`src/rtl/ahbl_apb_bridge_mux_if.sv`:
```
// AHB-Lite slave / APB3 multi-slot bus bundle for ahbl_apb_bridge_mux.
// The slave modport is the bridge's view; the master modport is the fabric plus APB slots.
interface ahbl_apb_bridge_mux_if #(
  parameter int DATA_WIDTH = 32,
  parameter int NUM_SLAVES = 16,
  parameter int APB_AW     = 12
);
  logic                             HSEL;
  logic [31:0]                      HADDR;
  logic                             HWRITE;
  logic [1:0]                       HTRANS;
  logic [DATA_WIDTH-1:0]            HWDATA;
  logic                             HREADYIN;
  logic                             HREADYOUT;
  logic                             HRESP;
  logic [DATA_WIDTH-1:0]            HRDATA;
  logic [NUM_SLAVES-1:0]            PSEL;
  logic [APB_AW-1:0]                PADDR;
  logic                             PENABLE;
  logic                             PWRITE;
  logic [DATA_WIDTH-1:0]            PWDATA;
  logic [NUM_SLAVES*DATA_WIDTH-1:0] PRDATA;
  logic [NUM_SLAVES-1:0]            PREADY;
  logic [NUM_SLAVES-1:0]            PSLVERR;
  logic                             TIMEOUT_ERR;

  modport slave (
    input  HSEL, HADDR, HWRITE, HTRANS, HWDATA, HREADYIN,
    output HREADYOUT, HRESP, HRDATA,
    output PSEL, PADDR, PENABLE, PWRITE, PWDATA,
    input  PRDATA, PREADY, PSLVERR,
    output TIMEOUT_ERR
  );

  modport master (
    output HSEL, HADDR, HWRITE, HTRANS, HWDATA, HREADYIN,
    input  HREADYOUT, HRESP, HRDATA,
    input  PSEL, PADDR, PENABLE, PWRITE, PWDATA,
    output PRDATA, PREADY, PSLVERR,
    input  TIMEOUT_ERR
  );
endinterface

```
`src/rtl/ahbl_apb_bridge_mux.sv`:
```
// AHB-Lite slave to multi-slot APB3 master bridge with per-slot response muxing
// and a PREADY timeout that converts a hung access into an AHB ERROR response.
module ahbl_apb_bridge_mux #(
  parameter int DATA_WIDTH = 32,
  parameter int NUM_SLAVES = 16,
  parameter int SLOT_LSB   = 12,
  parameter int APB_AW     = 12,
  parameter int TIMEOUT    = 256
) (
  input  logic                HCLK,
  input  logic                HRESET,
  ahbl_apb_bridge_mux_if.slave bus
);

  localparam int SW = (NUM_SLAVES > 1) ? $clog2(NUM_SLAVES) : 1;
  localparam int CW = (TIMEOUT > 0) ? $clog2(TIMEOUT + 1) : 1;
  localparam logic [CW-1:0] CNT_LAST     = CW'((TIMEOUT > 0) ? (TIMEOUT - 1) : 0);
  localparam logic [31:0]   NUM_SLAVES_W = 32'(NUM_SLAVES);

  typedef enum logic [2:0] {
    ST_IDLE   = 3'd0,
    ST_LATCH  = 3'd1,
    ST_SETUP  = 3'd2,
    ST_ACCESS = 3'd3,
    ST_ERR1   = 3'd4,
    ST_ERR2   = 3'd5
  } state_t;

  state_t                  state_r;
  state_t                  state_nxt_s;

  logic [SW-1:0]           slot_r;
  logic                    hwrite_r;
  logic [APB_AW-1:0]       addr_r;
  logic [CW-1:0]           cnt_r;

  logic                    hreadyout_r;
  logic                    hresp_r;
  logic [DATA_WIDTH-1:0]   hrdata_r;
  logic [NUM_SLAVES-1:0]   psel_r;
  logic [APB_AW-1:0]       paddr_r;
  logic                    penable_r;
  logic                    pwrite_r;
  logic [DATA_WIDTH-1:0]   pwdata_r;
  logic                    timeout_err_r;

  logic                    sample_s;
  logic                    accept_s;
  logic [SW-1:0]           slot_in_s;
  logic                    in_range_s;
  logic                    timeout_hit_s;
  logic [NUM_SLAVES-1:0]   psel_dec_s;
  logic [DATA_WIDTH-1:0]   prdata_sel_s;
  logic                    pready_sel_s;
  logic                    pslverr_sel_s;
  logic                    unused_s;

  // New address phases are only looked at while the bridge is ready.
  assign sample_s      = (state_r == ST_IDLE) || (state_r == ST_ERR2);
  assign accept_s      = bus.HSEL & bus.HREADYIN & bus.HTRANS[1];
  assign slot_in_s     = bus.HADDR[SLOT_LSB +: SW];
  assign in_range_s    = (32'(slot_in_s) < NUM_SLAVES_W);
  assign timeout_hit_s = (TIMEOUT != 0) && (cnt_r == CNT_LAST);

  assign unused_s = ^{bus.HADDR, bus.HTRANS};

  // Decode the latched slot and mux that slot's response back.
  always_comb begin
    psel_dec_s    = '0;
    prdata_sel_s  = '0;
    pready_sel_s  = 1'b0;
    pslverr_sel_s = 1'b0;
    for (int k = 0; k < NUM_SLAVES; k++) begin
      psel_dec_s[k] = (32'(slot_r) == 32'(k));
      prdata_sel_s  = prdata_sel_s
                    | (bus.PRDATA[k*DATA_WIDTH +: DATA_WIDTH] & {DATA_WIDTH{psel_dec_s[k]}});
      pready_sel_s  = pready_sel_s  | (bus.PREADY[k]  & psel_dec_s[k]);
      pslverr_sel_s = pslverr_sel_s | (bus.PSLVERR[k] & psel_dec_s[k]);
    end
  end

  // Bridge state register.
  always_ff @(posedge HCLK) begin
    if (HRESET) begin
      state_r <= ST_IDLE;
    end else begin
      state_r <= state_nxt_s;
    end
  end

  // Next-state logic.
  always_comb begin
    state_nxt_s = ST_IDLE;
    case (state_r)
      ST_IDLE, ST_ERR2: begin
        if (accept_s) begin
          if (in_range_s) begin
            state_nxt_s = ST_LATCH;
          end else begin
            state_nxt_s = ST_ERR1;
          end
        end else begin
          state_nxt_s = ST_IDLE;
        end
      end
      ST_LATCH:  state_nxt_s = ST_SETUP;
      ST_SETUP:  state_nxt_s = ST_ACCESS;
      ST_ACCESS: begin
        if (pready_sel_s) begin
          if (pslverr_sel_s) begin
            state_nxt_s = ST_ERR1;
          end else begin
            state_nxt_s = ST_IDLE;
          end
        end else if (timeout_hit_s) begin
          state_nxt_s = ST_ERR1;
        end else begin
          state_nxt_s = ST_ACCESS;
        end
      end
      ST_ERR1:   state_nxt_s = ST_ERR2;
      default:   state_nxt_s = ST_IDLE;
    endcase
  end

  // Transfer context: address phase capture, APB address/data hold, wait counter.
  always_ff @(posedge HCLK) begin
    if (HRESET) begin
      slot_r   <= '0;
      hwrite_r <= 1'b0;
      addr_r   <= '0;
      cnt_r    <= '0;
      paddr_r  <= '0;
      pwrite_r <= 1'b0;
      pwdata_r <= '0;
    end else begin
      if (sample_s && accept_s) begin
        slot_r   <= slot_in_s;
        hwrite_r <= bus.HWRITE;
        addr_r   <= bus.HADDR[APB_AW-1:0];
      end
      // LATCH is the AHB data phase, so HWDATA is valid here.
      if (state_r == ST_LATCH) begin
        paddr_r  <= addr_r;
        pwrite_r <= hwrite_r;
        cnt_r    <= '0;
        if (hwrite_r) begin
          pwdata_r <= bus.HWDATA;
        end
      end else if ((state_r == ST_ACCESS) && !pready_sel_s) begin
        cnt_r <= cnt_r + CW'(1);
      end
    end
  end

  // Registered bus outputs derived from the state being entered.
  always_ff @(posedge HCLK) begin
    if (HRESET) begin
      hreadyout_r   <= 1'b1;
      hresp_r       <= 1'b0;
      hrdata_r      <= '0;
      psel_r        <= '0;
      penable_r     <= 1'b0;
      timeout_err_r <= 1'b0;
    end else begin
      hreadyout_r   <= (state_nxt_s == ST_IDLE) || (state_nxt_s == ST_ERR2);
      hresp_r       <= (state_nxt_s == ST_ERR1) || (state_nxt_s == ST_ERR2);
      penable_r     <= (state_nxt_s == ST_ACCESS);
      psel_r        <= ((state_nxt_s == ST_SETUP) || (state_nxt_s == ST_ACCESS)) ? psel_dec_s : '0;
      timeout_err_r <= (state_r == ST_ACCESS) && !pready_sel_s && timeout_hit_s;
      if ((state_r == ST_ACCESS) && pready_sel_s && !pslverr_sel_s && !hwrite_r) begin
        hrdata_r <= prdata_sel_s;
      end
    end
  end

  assign bus.HREADYOUT   = hreadyout_r;
  assign bus.HRESP       = hresp_r;
  assign bus.HRDATA      = hrdata_r;
  assign bus.PSEL        = psel_r;
  assign bus.PADDR       = paddr_r;
  assign bus.PENABLE     = penable_r;
  assign bus.PWRITE      = pwrite_r;
  assign bus.PWDATA      = pwdata_r;
  assign bus.TIMEOUT_ERR = timeout_err_r;

endmodule

```
`src/flat_wrapper.sv`:
```
// flat-port wrapper written by rule: the top's interface ports become plain ports
module ahbl_apb_bridge_mux_flat 
#(
  parameter int DATA_WIDTH = 32,
  parameter int NUM_SLAVES = 16,
  parameter int SLOT_LSB   = 12,
  parameter int APB_AW     = 12,
  parameter int TIMEOUT    = 256
)
  (HCLK, HRESET, bus_HSEL, bus_HADDR, bus_HWRITE, bus_HTRANS, bus_HWDATA, bus_HREADYIN, bus_HREADYOUT, bus_HRESP, bus_HRDATA, bus_PSEL, bus_PADDR, bus_PENABLE, bus_PWRITE, bus_PWDATA, bus_PRDATA, bus_PREADY, bus_PSLVERR, bus_TIMEOUT_ERR);
  ahbl_apb_bridge_mux_if #(.DATA_WIDTH(DATA_WIDTH), .NUM_SLAVES(NUM_SLAVES), .APB_AW(APB_AW)) bus_i ();
  input  logic HCLK;
  input  logic HRESET;
  input wire logic [$bits(bus_i.HSEL)-1:0] bus_HSEL;
  input wire logic [$bits(bus_i.HADDR)-1:0] bus_HADDR;
  input wire logic [$bits(bus_i.HWRITE)-1:0] bus_HWRITE;
  input wire logic [$bits(bus_i.HTRANS)-1:0] bus_HTRANS;
  input wire logic [$bits(bus_i.HWDATA)-1:0] bus_HWDATA;
  input wire logic [$bits(bus_i.HREADYIN)-1:0] bus_HREADYIN;
  output wire logic [$bits(bus_i.HREADYOUT)-1:0] bus_HREADYOUT;
  output wire logic [$bits(bus_i.HRESP)-1:0] bus_HRESP;
  output wire logic [$bits(bus_i.HRDATA)-1:0] bus_HRDATA;
  output wire logic [$bits(bus_i.PSEL)-1:0] bus_PSEL;
  output wire logic [$bits(bus_i.PADDR)-1:0] bus_PADDR;
  output wire logic [$bits(bus_i.PENABLE)-1:0] bus_PENABLE;
  output wire logic [$bits(bus_i.PWRITE)-1:0] bus_PWRITE;
  output wire logic [$bits(bus_i.PWDATA)-1:0] bus_PWDATA;
  input wire logic [$bits(bus_i.PRDATA)-1:0] bus_PRDATA;
  input wire logic [$bits(bus_i.PREADY)-1:0] bus_PREADY;
  input wire logic [$bits(bus_i.PSLVERR)-1:0] bus_PSLVERR;
  output wire logic [$bits(bus_i.TIMEOUT_ERR)-1:0] bus_TIMEOUT_ERR;
  assign bus_i.HSEL = bus_HSEL;
  assign bus_i.HADDR = bus_HADDR;
  assign bus_i.HWRITE = bus_HWRITE;
  assign bus_i.HTRANS = bus_HTRANS;
  assign bus_i.HWDATA = bus_HWDATA;
  assign bus_i.HREADYIN = bus_HREADYIN;
  assign bus_HREADYOUT = bus_i.HREADYOUT;
  assign bus_HRESP = bus_i.HRESP;
  assign bus_HRDATA = bus_i.HRDATA;
  assign bus_PSEL = bus_i.PSEL;
  assign bus_PADDR = bus_i.PADDR;
  assign bus_PENABLE = bus_i.PENABLE;
  assign bus_PWRITE = bus_i.PWRITE;
  assign bus_PWDATA = bus_i.PWDATA;
  assign bus_i.PRDATA = bus_PRDATA;
  assign bus_i.PREADY = bus_PREADY;
  assign bus_i.PSLVERR = bus_PSLVERR;
  assign bus_TIMEOUT_ERR = bus_i.TIMEOUT_ERR;
  ahbl_apb_bridge_mux #(.DATA_WIDTH(DATA_WIDTH), .NUM_SLAVES(NUM_SLAVES), .SLOT_LSB(SLOT_LSB), .APB_AW(APB_AW), .TIMEOUT(TIMEOUT)) u_core (.HCLK(HCLK), .HRESET(HRESET), .bus(bus_i));
endmodule
```
`config.mk`:
```
export PLATFORM = sky130hd
export DESIGN_NAME = ahbl_apb_bridge_mux_flat
export DESIGN_NICKNAME = d
export VERILOG_FILES = /design/src/rtl/ahbl_apb_bridge_mux_if.sv /design/src/rtl/ahbl_apb_bridge_mux.sv /design/src/flat_wrapper.sv
export SDC_FILE = /design/constraint.sdc
export NUM_CORES = 1
export LEC_CHECK = 0
export BUFFER_PORTS_ARGS = -buffer_cell sky130_fd_sc_hd__buf_4
export CORE_AREA = 2 2 280 282
export DETAILED_ROUTE_END_ITERATION = 7
export DIE_AREA = 0 0 282 284
export PLACE_DENSITY = 0.39
export SYNTH_ARGS = -nofsm -noshare
export SYNTH_HDL_FRONTEND = slang
export SYNTH_SLANG_ARGS = --single-unit
```
`constraint.sdc`:
```
create_clock -name HCLK -period 3.45 [get_ports HCLK]
set_input_delay 0.5175 -clock HCLK [delete_from_list [all_inputs] [get_ports HCLK]]
set_output_delay 0.5175 -clock HCLK [all_outputs]
set_load 0.05 [all_outputs]
```
==> impl_metrics.env, run 1 <==
export IMPL_antenna_found_initial=25
export IMPL_grt_pass1_vias=13600
export IMPL_area_growth_pct=81.9
export IMPL_drc=0
export IMPL_gr_total_overflow=0
export IMPL_firstDrtPassIters=6
export IMPL_rrSetupSlack_ps=150
export IMPL_cts_hold_buffers=0
export IMPL_critPathKind="flop to flop"
export IMPL_die_w_microns=282
export IMPL_crit_top_cell="buf_4"
export IMPL_hold_viol=0
export IMPL_switching_share=0.373
export IMPL_synth_seq_cells=126
export IMPL_cts_made_buffers=17
export IMPL_numPortBuffers=694
export IMPL_worstMarginPinSlew_ps=1270
export IMPL_rsz0062_at_grt="false"
export IMPL_period_needed_ps=3300
export IMPL_worst_slack_ps=151
export IMPL_clockPowerShare=0.337
export IMPL_cts_sinks=126
export IMPL_coreArea_sq_um=77000
export IMPL_num_vias=12900
export IMPL_maxCapViolCount=0
export IMPL_post_route_util=0.217
export IMPL_drive_gt1_frac=0.502
export IMPL_ioPinCount=712
export IMPL_crit_buf_inv=2
export IMPL_status="finished clean"
export IMPL_crit_slowest_cell="dfxtp_4"
export IMPL_grt_pass1_wl_microns=118000
export IMPL_grt_usage=0.217
export IMPL_setup_worst_path_start_class="flop"
export IMPL_r2r_start="u_core.slot_r[3]$_SDFFE_PP0P_"
export IMPL_cts_resized=0
export IMPL_tns_ps=0
export IMPL_cts_buffer_depth=2
export IMPL_p_switching_uw=2230
export IMPL_grt_max_degree=47
export IMPL_dp_slack_ps=196
export IMPL_globalplace_congestion=0.923
export IMPL_ys_seq_area_frac=0.274
export IMPL_wire_per_inst_microns=31.1
export IMPL_powerDensity_nw_per_um2=358
export IMPL_seqPwrFrac=0.271
export IMPL_skew_ps=11.3
export IMPL_slew_headroom=0.156
export IMPL_ys_async_sr_fraction=0
export IMPL_power_uw=5990
export IMPL_min_delay_start="bus_HADDR[12]"
export IMPL_internal_power_uw=3750
export IMPL_path_clk_slew_ps=60
export IMPL_die_area_sq_um=80100
export IMPL_cts_root_buf="clkbuf_16"
export IMPL_cts_tree="yes"
export IMPL_viasPerCell=4.46
export IMPL_finalMaxSlewViolations=0
export IMPL_crit_fanout=33
export IMPL_synth_net_count=1742
export IMPL_reg2reg_to="u_core.bus.HRDATA[4]$_SDFFE_PP0P_"
export IMPL_worstSetupEndpointType="flop"
export IMPL_hold_path_depth=3
export IMPL_ir_worst_vdd_mv=0.343
export IMPL_postCtsSetupRepairBufs=0
export IMPL_clk_latency_ps=440
export IMPL_ant_nets=0
export IMPL_start_util=0.119
export IMPL_nets=2445
export IMPL_synth_flop_cell="dfxtp_1"
export IMPL_die_h_microns=284
export IMPL_hold_class="input pin to flop"
export IMPL_cpLargestDelayFamily="compound AO/OA/AOI/OAI gates"
export IMPL_finalSetupViolCount=0
export IMPL_cp_data_arrival_time_ps=3590
export IMPL_ys_types=85
export IMPL_hpwl_microns=76500
export IMPL_slowest_delay_ps=660
export IMPL_drt_iter0_drc=917
export IMPL_path_cells="nand2b_1 -> nor2_2 -> buf_4 -> a22oi_1 -> o21ai_0 -> a2111oi_1 -> buf_4 -> a311oi_2"
export IMPL_syn_inst=1125
export IMPL_synth_edf_count=0
export IMPL_cts_htree_levels=4
export IMPL_rows=102
export IMPL_leakage_uw=0.00681
export IMPL_syn_area_sq_um=9190
export IMPL_fmax_mhz=303
export IMPL_ys_warnings_count=0
export IMPL_required_ps=3740
export IMPL_reg2reg_depth=8
export IMPL_syn_avg_cell_area_sq_um=8.17
export IMPL_min_to="u_core.slot_r[0]$_SDFFE_PP0P_"
export IMPL_wirelength_microns=89800
export IMPL_comb_power_share=0.393
export IMPL_fin_crit_sh=0.956
## power groups by stage
| stage | clock network (uW) | logic (uW) | registers [uW] |
|---|---|---|---|
| finish | 2020 | 2350 | 1620 |
| global route | 2140 | 2470 | 1630 |
| CTS | 2070 | 2370 | 1620 |
| detailed placement | 0 | 2360 | 1650 |
| global placement | 0 | 2350 | 1650 |
| floorplan | 0 | 862 | 1770 |
## synthesized netlist by cell type (all sizes together), types with 4 or more instances
| library cell | n | area share |
|---|---|---|
| o22ai | 11 | 0.0075 |
| and2 | 9 | 0.0061 |
| a32o | 8 | 0.0087 |
| nor3b | 4 | 0.0033 |
| nand3b | 12 | 0.0098 |
| mux4 | 6 | 0.015 |
| a21oi | 101 | 0.055 |
| dfxtp | 126 | 0.27 |
| inv | 10 | 0.0041 |
| a311oi | 9 | 0.013 |
| a2111oi | 4 | 0.0041 |
| clkbuf | 41 | 0.017 |
| nor2 | 71 | 0.030 |
| and3 | 7 | 0.0048 |
| a22oi | 87 | 0.073 |
| o2bb2ai | 5 | 0.0048 |
| a222oi | 8 | 0.0087 |
| nand2b | 7 | 0.0048 |
| nand2 | 137 | 0.057 |
| a221o | 4 | 0.0044 |
| mux2 | 34 | 0.042 |
| a32oi | 22 | 0.021 |
| a221oi | 20 | 0.019 |
| xor2 | 4 | 0.0038 |
| o221ai | 6 | 0.0057 |
| mux2i | 54 | 0.059 |
| nand4 | 12 | 0.0088 |
| o211ai | 13 | 0.011 |
| nor2b | 11 | 0.0075 |
| buf | 70 | 0.048 |
| or3 | 5 | 0.0034 |
| nand3 | 24 | 0.014 |
| a22o | 31 | 0.030 |
| nor3 | 47 | 0.030 |
| o31ai | 5 | 0.0056 |
| o32ai | 4 | 0.0038 |
| a211oi | 24 | 0.027 |
| o21ai | 30 | 0.016 |
## routing by layer
layer  track usage  up-vias  routed length [microns]
li1              -     5781                        -
met1         0.270     6328                    37500
met2         0.371      662                    43400
met3        0.0597       88                     7060
met4        0.0440       18                     1640
met5             0        -                      119
## how the worst max path moves through the flow
stage	startpoint	end	slack, ps	depth (start not counted)
floorplan	u_core.slot_r[3]$_SDFFE_PP0P_	u_core.bus.HRDATA[4]$_SDFFE_PP0P_	1280	9
global placement	u_core.slot_r[3]$_SDFFE_PP0P_	u_core.bus.HRDATA[4]$_SDFFE_PP0P_	210	8
detailed placement	u_core.slot_r[3]$_SDFFE_PP0P_	u_core.bus.HRDATA[4]$_SDFFE_PP0P_	200	8
CTS	u_core.slot_r[3]$_SDFFE_PP0P_	u_core.bus.HRDATA[4]$_SDFFE_PP0P_	170	8
global route	u_core.slot_r[3]$_SDFFE_PP0P_	u_core.bus.HRDATA[25]$_SDFFE_PP0P_	5	9
finish	u_core.slot_r[3]$_SDFFE_PP0P_	u_core.bus.HRDATA[4]$_SDFFE_PP0P_	150	8
## cell type report
type | instances | area (sq um)
antenna | 7 | 17.5
sequential | 126 | 2540
inverter | 10 | 37.5
tap | 1040 | 1300
clock inverter | 14 | 206
clock buffer | 18 | 439
fill | 8615 | 60200
timing repair buffer | 795 | 6090
multi-input combinational | 878 | 6090
## metrics by stage
stage	instance area, sq um	std cells	hold slack (ps)
after floorplan	9190	1125	431
after global placement	16100	2849	440
after detailed placement	16100	2849	447
after global routing	16700	2884	310
final	16700	2888	312
after CTS	16700	2881	289
## cell families after synthesis
| logic type | after synthesis | synth area share |
|---|---|---|
| adders and majority gates | 2 | 0.00272 |
| and+or+nand+nor | 363 | 0.197 |
| AOI/OAI and AO/OA | 414 | 0.337 |
| buffers and inverters | 121 | 0.0686 |
| xor gates and xnor gates | 5 | 0.00476 |
| muxes | 94 | 0.115 |
| DFF | 126 | 0.274 |
## cells in the final DEF (no fill, tap or decap), types with 12 or more instances in the layout
master and count:
nor2_1 60, clkbuf_16 17, buf_4 785, a211oi_2 13, mux2i_1 54, mux2_2 31, nor3_1 38, o21ai_0 26
a22o_1 31, a221oi_1 20, nand2_1 134, nand3_1 23, a21oi_1 101, nand3b_1 12, a22oi_1 86, dfxtp_1 122
a32oi_1 22, o211ai_1 13
## worst min-delay path, delay by kind of cell
| kind | cells | cell delay [ps] |
|---|---|---|
| muxes | 1 | 60 |
| buffers and inverters | 1 | 80 |
| and+or+nand+nor | 1 | 70 |
## flip-flops by register name (all words and copies together), names as in the netlist
name,cells
u_core.bus.PWRITE,1
u_core.hwrite_r,1
u_core.bus.PENABLE,1
u_core.bus.PADDR,12
u_core.bus.PWDATA,32
u_core.cnt_r,9
u_core.bus.HRESP,1
u_core.slot_r,4
u_core.bus.HREADYOUT,1
u_core.addr_r,12
u_core.bus.TIMEOUT_ERR,1
u_core.state_r,3
u_core.bus.HRDATA,32
u_core.bus.PSEL,16
Note: power is estimated with default switching activity, not from simulation.
==> run 2: changes to the inputs <==
--- a/config.mk
+++ b/config.mk
@@ -9,7 +9,6 @@
 export CORE_AREA = 2 2 280 282
 export DETAILED_ROUTE_END_ITERATION = 7
 export DIE_AREA = 0 0 282 284
-export PLACE_DENSITY = 0.39
 export SYNTH_ARGS = -nofsm -noshare
 export SYNTH_HDL_FRONTEND = slang
 export SYNTH_SLANG_ARGS = --single-unit
==> run 2 against run 1 <==
The flow now finishes with violations (design-rule violations). Largest power group unchanged. Core utilization grew 0.076 points. Largest cell class unchanged. Final cell count grew 0.90%. Hold slack lost 3.6 ps. Design area grew 0.35%.
==> impl_metrics.env, run 2 (synthesis results as in run 1) <==
export IMPL_finalSetupViolCount=0
export IMPL_hold_class="input pin to flop"
export IMPL_wirelength_microns=88000
export IMPL_startpoint="u_core.slot_r[1]$_SDFFE_PP0P_"
export IMPL_p_switching_uw=2290
export IMPL_coreArea_sq_um=77000
export IMPL_area_growth_pct=82.5
export IMPL_worstMarginPinSlew_ps=1240
export IMPL_cts_made_buffers=17
export IMPL_drc=2
export IMPL_layout_commonest_cell="buf_4"
export IMPL_worstSetupEndpointType="flop"
export IMPL_clk_latency_ps=440
export IMPL_grt_pass1_wl_microns=114000
export IMPL_endpoint="u_core.bus.HRDATA[20]$_SDFFE_PP0P_"
export IMPL_hold_path_depth=3
export IMPL_seqPwrFrac=0.279
export IMPL_globalplace_congestion=0.957
export IMPL_cts_hold_buffers=0
export IMPL_cts_tree="yes"
export IMPL_cts_root_buf="clkbuf_16"
export IMPL_ant_nets=0
export IMPL_grt_usage=0.212
export IMPL_period_needed_ps=3370
export IMPL_switching_share=0.393
export IMPL_finalMaxSlewViolations=0
export IMPL_slew_headroom=0.173
export IMPL_cts_buffer_depth=2
export IMPL_drive_gt1_frac=0.505
export IMPL_r2r_start="u_core.slot_r[1]$_SDFFE_PP0P_"
export IMPL_crit_fanout=27
export IMPL_num_vias=13100
export IMPL_reg2reg_depth=7
export IMPL_rows=102
export IMPL_ioPinCount=712
export IMPL_reg2reg_to="u_core.bus.HRDATA[20]$_SDFFE_PP0P_"
export IMPL_violations="design-rule violations"
export IMPL_rrSetupSlack_ps=80
export IMPL_cts_sinks=126
export IMPL_die_area_sq_um=80100
export IMPL_required_ps=3820
export IMPL_fillers=8690
export IMPL_grt_max_degree=59
export IMPL_grt_pass1_vias=13000
export IMPL_setup_worst_path_start_class="flop"
export IMPL_hold_viol=0
export IMPL_numPortBuffers=694
export IMPL_clockPowerShare=0.319
export IMPL_viasPerCell=4.49
export IMPL_tns_ps=0
export IMPL_leakage_uw=0.00687
export IMPL_firstDrtPassIters=8
export IMPL_fmax_mhz=297
export IMPL_antenna_found_initial=29
export IMPL_cts_htree_levels=4
export IMPL_die_w_microns=282
export IMPL_drt_iter0_drc=1128
export IMPL_path_clk_slew_ps=70
export IMPL_maxCapViolCount=0
export IMPL_status="finished, violations left"
export IMPL_post_route_util=0.218
export IMPL_final_cell_mix="buf_4 (802), nand2_1 (135), dfxtp_1 (122)"
export IMPL_start_util=0.119
export IMPL_nets=2460
export IMPL_comb_power_share=0.402
export IMPL_critPathKind="flop to flop"
export IMPL_cp_data_arrival_time_ps=3730
export IMPL_ir_worst_vdd_mv=0.330
export IMPL_gr_total_overflow=0
export IMPL_die_h_microns=284
export IMPL_internal_power_uw=3540
export IMPL_rsz0062_at_grt="false"
export IMPL_wire_per_inst_microns=30.2
export IMPL_skew_ps=11.6
export IMPL_fin_crit_sh=0.975
export IMPL_hpwl_microns=74700
export IMPL_powerDensity_nw_per_um2=348
## run 2: cell count changes in the layout (fill, tap and decap cells not counted), sizes merged
| cell | previous run | this run |
|---|---|---|
| buf | 795 | 810 |
| diode | 7 | 18 |
| bufinv | 4 | 1 |
| inv | 15 | 20 |
| clkbuf | 18 | 17 |
| clkinvlp | 2 | 1 |
## run 2: area by class of cell
cell class | instances | area [sq um] | share of cell area
repair buffers | 810 | 6180 | 0.368
multi-input cells | 878 | 6080 | 0.362
flip-flops and latches | 126 | 2540 | 0.151
well taps | 1040 | 1300 | 0.0775
clock buffers | 17 | 425 | 0.0254
clock inverters | 15 | 171 | 0.0102
diodes | 18 | 45.0 | 0.00268
inverters | 10 | 37.5 | 0.00224
## run 2: worst min-delay path by stage
stage                             startpoint                                to
5_1_grt                           bus_HWRITE      u_core.hwrite_r$_SDFFE_PP0P_
6_report                       bus_HADDR[13]     u_core.slot_r[1]$_SDFFE_PP0P_
4_1_cts                         bus_HADDR[5]     u_core.addr_r[5]$_SDFFE_PP0P_
2_1_floorplan  u_core.addr_r[0]$_SDFFE_PP0P_  u_core.bus.PADDR[0]$_SDFFE_PP0P_
3_3_place_gp   u_core.addr_r[7]$_SDFFE_PP0P_  u_core.bus.PADDR[7]$_SDFFE_PP0P_
3_5_place_dp   u_core.addr_r[0]$_SDFFE_PP0P_  u_core.bus.PADDR[0]$_SDFFE_PP0P_
## run 2: what timing repair did
item / in CTS / in global routing
resized for setup: 0 / 1
buffers inserted: 0 / 0
endpoints found under the setup margin: 0 / 1
## run 2: metrics by stage
stage | cell area (sq um) | setup WS [ps] | power, uW | hold WS [ps] | cells
final | 16800 | 84.7 | 5830 | 309 | 2914
after global routing | 16700 | 104 | 6080 | 299 | 2902
after CTS | 16700 | 85.3 | 5900 | 286 | 2896
after detailed placement | 16100 | 128 | 4010 | 446 | 2864
after global placement | 16100 | 159 | 4010 | 441 | 2864
after floorplan | 9190 | 1280 | 2640 | 431 | 1125
## run 2: layer usage
layer  track usage  routed length, microns  vias up
met5             0                     125        -
met4        0.0660                    2470       20
met3        0.0836                   10700      120
met2         0.338                   39800      865
met1         0.259                   34900     6251
li1              -                       -     5826
## run 2: power groups by stage
| stage | Combinational [uW] | Clock [uW] | Sequential [uW] |
|---|---|---|---|
| after floorplan | 862 | 0 | 1770 |
| after global placement | 2350 | 0 | 1660 |
| after detailed placement | 2350 | 0 | 1660 |
| after CTS | 2360 | 1910 | 1630 |
| after global routing | 2480 | 1960 | 1640 |
| final | 2350 | 1860 | 1630 |
## run 2: critical path: stages (launching register included)
cell and delay, ps:
dfxtp_4 500, buf_4 340, nor3_1 750, a32oi_1 400, o21ai_0 710, a211oi_1 160
buf_4 200, a211oi_2 190
==> run 3: changes to the inputs <==
==> constraint.sdc (replaced) <==
create_clock -name HCLK -period 3.45 [get_ports HCLK]
set_input_delay 0.345 -clock HCLK [delete_from_list [all_inputs] [get_ports HCLK]]
set_output_delay 0.345 -clock HCLK [all_outputs]
set_load 0.05 [all_outputs]
==> run 3 against run 2 <==
The flow now finishes without violations. Core utilization barely moved. Register-to-register slack improved by 70 ps. Sequential cell count did not move. Global-route usage rose by 0.22 points. Clock-buffer cell count did not move. Worst setup slack improved by 68 ps. Design area fell by 0.20%. Clock skew barely moved. Final cell count barely moved. Routed wire length rose by 1.5%. Power fell by 0.43%. Via count rose by 1.4%.
==> impl_metrics.env, run 3 (synthesis results as in run 1) <==
export IMPL_wire_per_inst_microns=30.7
export IMPL_drt_iter0_drc=1182
export IMPL_critPathKind="flop to flop"
export IMPL_nets=2461
export IMPL_rsz0062_at_grt="false"
export IMPL_antenna_found_initial=32
export IMPL_hold_viol=0
export IMPL_die_w_microns=282
export IMPL_crit_fanout=33
export IMPL_slew_headroom=0.229
export IMPL_maxCapViolCount=0
export IMPL_grt_max_degree=59
export IMPL_routed_wl_met2_microns=39800
export IMPL_skew_ps=11.5
export IMPL_numPortBuffers=694
export IMPL_grt_pass1_vias=13300
export IMPL_wirelength_met1_microns=37300
export IMPL_wl_met3_microns=8950
export IMPL_finalMaxSlewViolations=0
export IMPL_hold_class="input pin to flop"
export IMPL_globalplace_congestion=0.931
export IMPL_setup_worst_path_start_class="flop"
export IMPL_ioPinCount=712
export IMPL_status="finished clean"
export IMPL_required_ps=3750
export IMPL_final_cell_mix="buf_4 (804), nand2_1 (135), dfxtp_1 (122)"
export IMPL_worstSetupEndpointType="flop"
export IMPL_layout_commonest_cell="buf_4"
export IMPL_reg2reg_depth=8
export IMPL_wirelength_microns=89300
export IMPL_cts_made_buffers=17
export IMPL_finalSetupViolCount=0
export IMPL_start_util=0.119
export IMPL_cp_data_arrival_time_ps=3600
export IMPL_hpwl_microns=75700
export IMPL_grt_usage=0.214
export IMPL_gr_total_overflow=0
export IMPL_cts_hold_buffers=0
export IMPL_top_layer="met5"
export IMPL_cts_htree_levels=4
export IMPL_clk_latency_ps=450
export IMPL_power_uw=5810
export IMPL_postCtsSetupRepairBufs=0
export IMPL_fmax_mhz=303
export IMPL_cts_sinks=126
export IMPL_hold_path_depth=3
export IMPL_die_h_microns=284
export IMPL_drive_gt1_frac=0.505
export IMPL_tns_ps=0
export IMPL_num_vias=13300
export IMPL_period_needed_ps=3300
export IMPL_cts_root_buf="clkbuf_16"
export IMPL_leakage_uw=0.00686
export IMPL_cts_tree="yes"
export IMPL_worstMarginPinSlew_ps=1160
export IMPL_cts_buffer_depth=2
export IMPL_die_area_sq_um=80100
export IMPL_grt_pass1_wl_microns=115000
export IMPL_area_growth_pct=82.2
export IMPL_firstDrtPassIters=5
export IMPL_rows=102
export IMPL_powerDensity_nw_per_um2=347
export IMPL_ir_worst_vdd_mv=0.314
export IMPL_place_inst=2865
export IMPL_stdcell_count=2912
export IMPL_ant_nets=0
export IMPL_fin_crit_sh=0.956
export IMPL_cts_resized=0
export IMPL_path_clk_slew_ps=70
export IMPL_coreArea_sq_um=77000
export IMPL_viasPerCell=4.56
export IMPL_drc=0
export IMPL_post_route_util=0.218
export IMPL_fillers=8667
==> run 3: cell count changes in the layout (fill, tap and decap cells not counted), sizes merged <==
cell and change:
clkinvlp +1, diode -3, buf +1, clkinv +1, inv -2
==> run 3: critical path, cell delays in order, from the launching register on <==
cell and delay (ps):
dfxtp_4 720, nand2b_1 370, buf_4 210, nor2_1 240, a32oi_1 230, o21ai_0 140
a2111oi_0 850, buf_4 250, a311oi_1 80
==> run 3: layout make-up <==
cell class,count,area [sq um],area share
clock buffer,17,425,0.0254
clock inverter,15,151,0.00904
antenna,15,37.5,0.00224
multi-input combinational,878,6080,0.363
timing repair buffer,811,6180,0.369
sequential,126,2540,0.152
inverter,10,37.5,0.00224
tap,1040,1300,0.0777
==> run 3: metal layers <==
| metal | global-route usage | vias up |
|---|---|---|
| met5 | 0 | - |
| met4 | 0.0794 | 16 |
| met3 | 0.0673 | 144 |
| met2 | 0.337 | 869 |
| met1 | 0.271 | 6411 |
| li1 | - | 5828 |
==> run 3: power breakdown <==
group          total [uW]  internal, uW  switching, uW
Combinational        2360           978           1380
Clock                1830          1010            814
Sequential           1630          1530           95.0
Total                5810          3520           2290
==> run 3: worst paths after layout <==
path	from	endpoint	slack (ps)
worst min register to register	u_core.addr_r[1]$_SDFFE_PP0P_	u_core.bus.PADDR[1]$_SDFFE_PP0P_	450
worst min-delay path	bus_HADDR[15]	u_core.slot_r[3]$_SDFFE_PP0P_	130
worst max register to register	u_core.slot_r[1]$_SDFFE_PP0P_	u_core.bus.HRDATA[25]$_SDFFE_PP0P_	150
worst max-delay path	u_core.slot_r[1]$_SDFFE_PP0P_	u_core.bus.HRDATA[25]$_SDFFE_PP0P_	150
==> run 3: stage by stage <==
| stage | cell area, sq um | worst slack (ps) | hold slack, ps |
|---|---|---|---|
| final | 16700 | 152 | 133 |
| after global routing | 16700 | 114 | 131 |
| after CTS | 16700 | 187 | 113 |
| after detailed placement | 16100 | 232 | 446 |
| after global placement | 16100 | 189 | 440 |
| after floorplan | 9190 | 1280 | 431 |
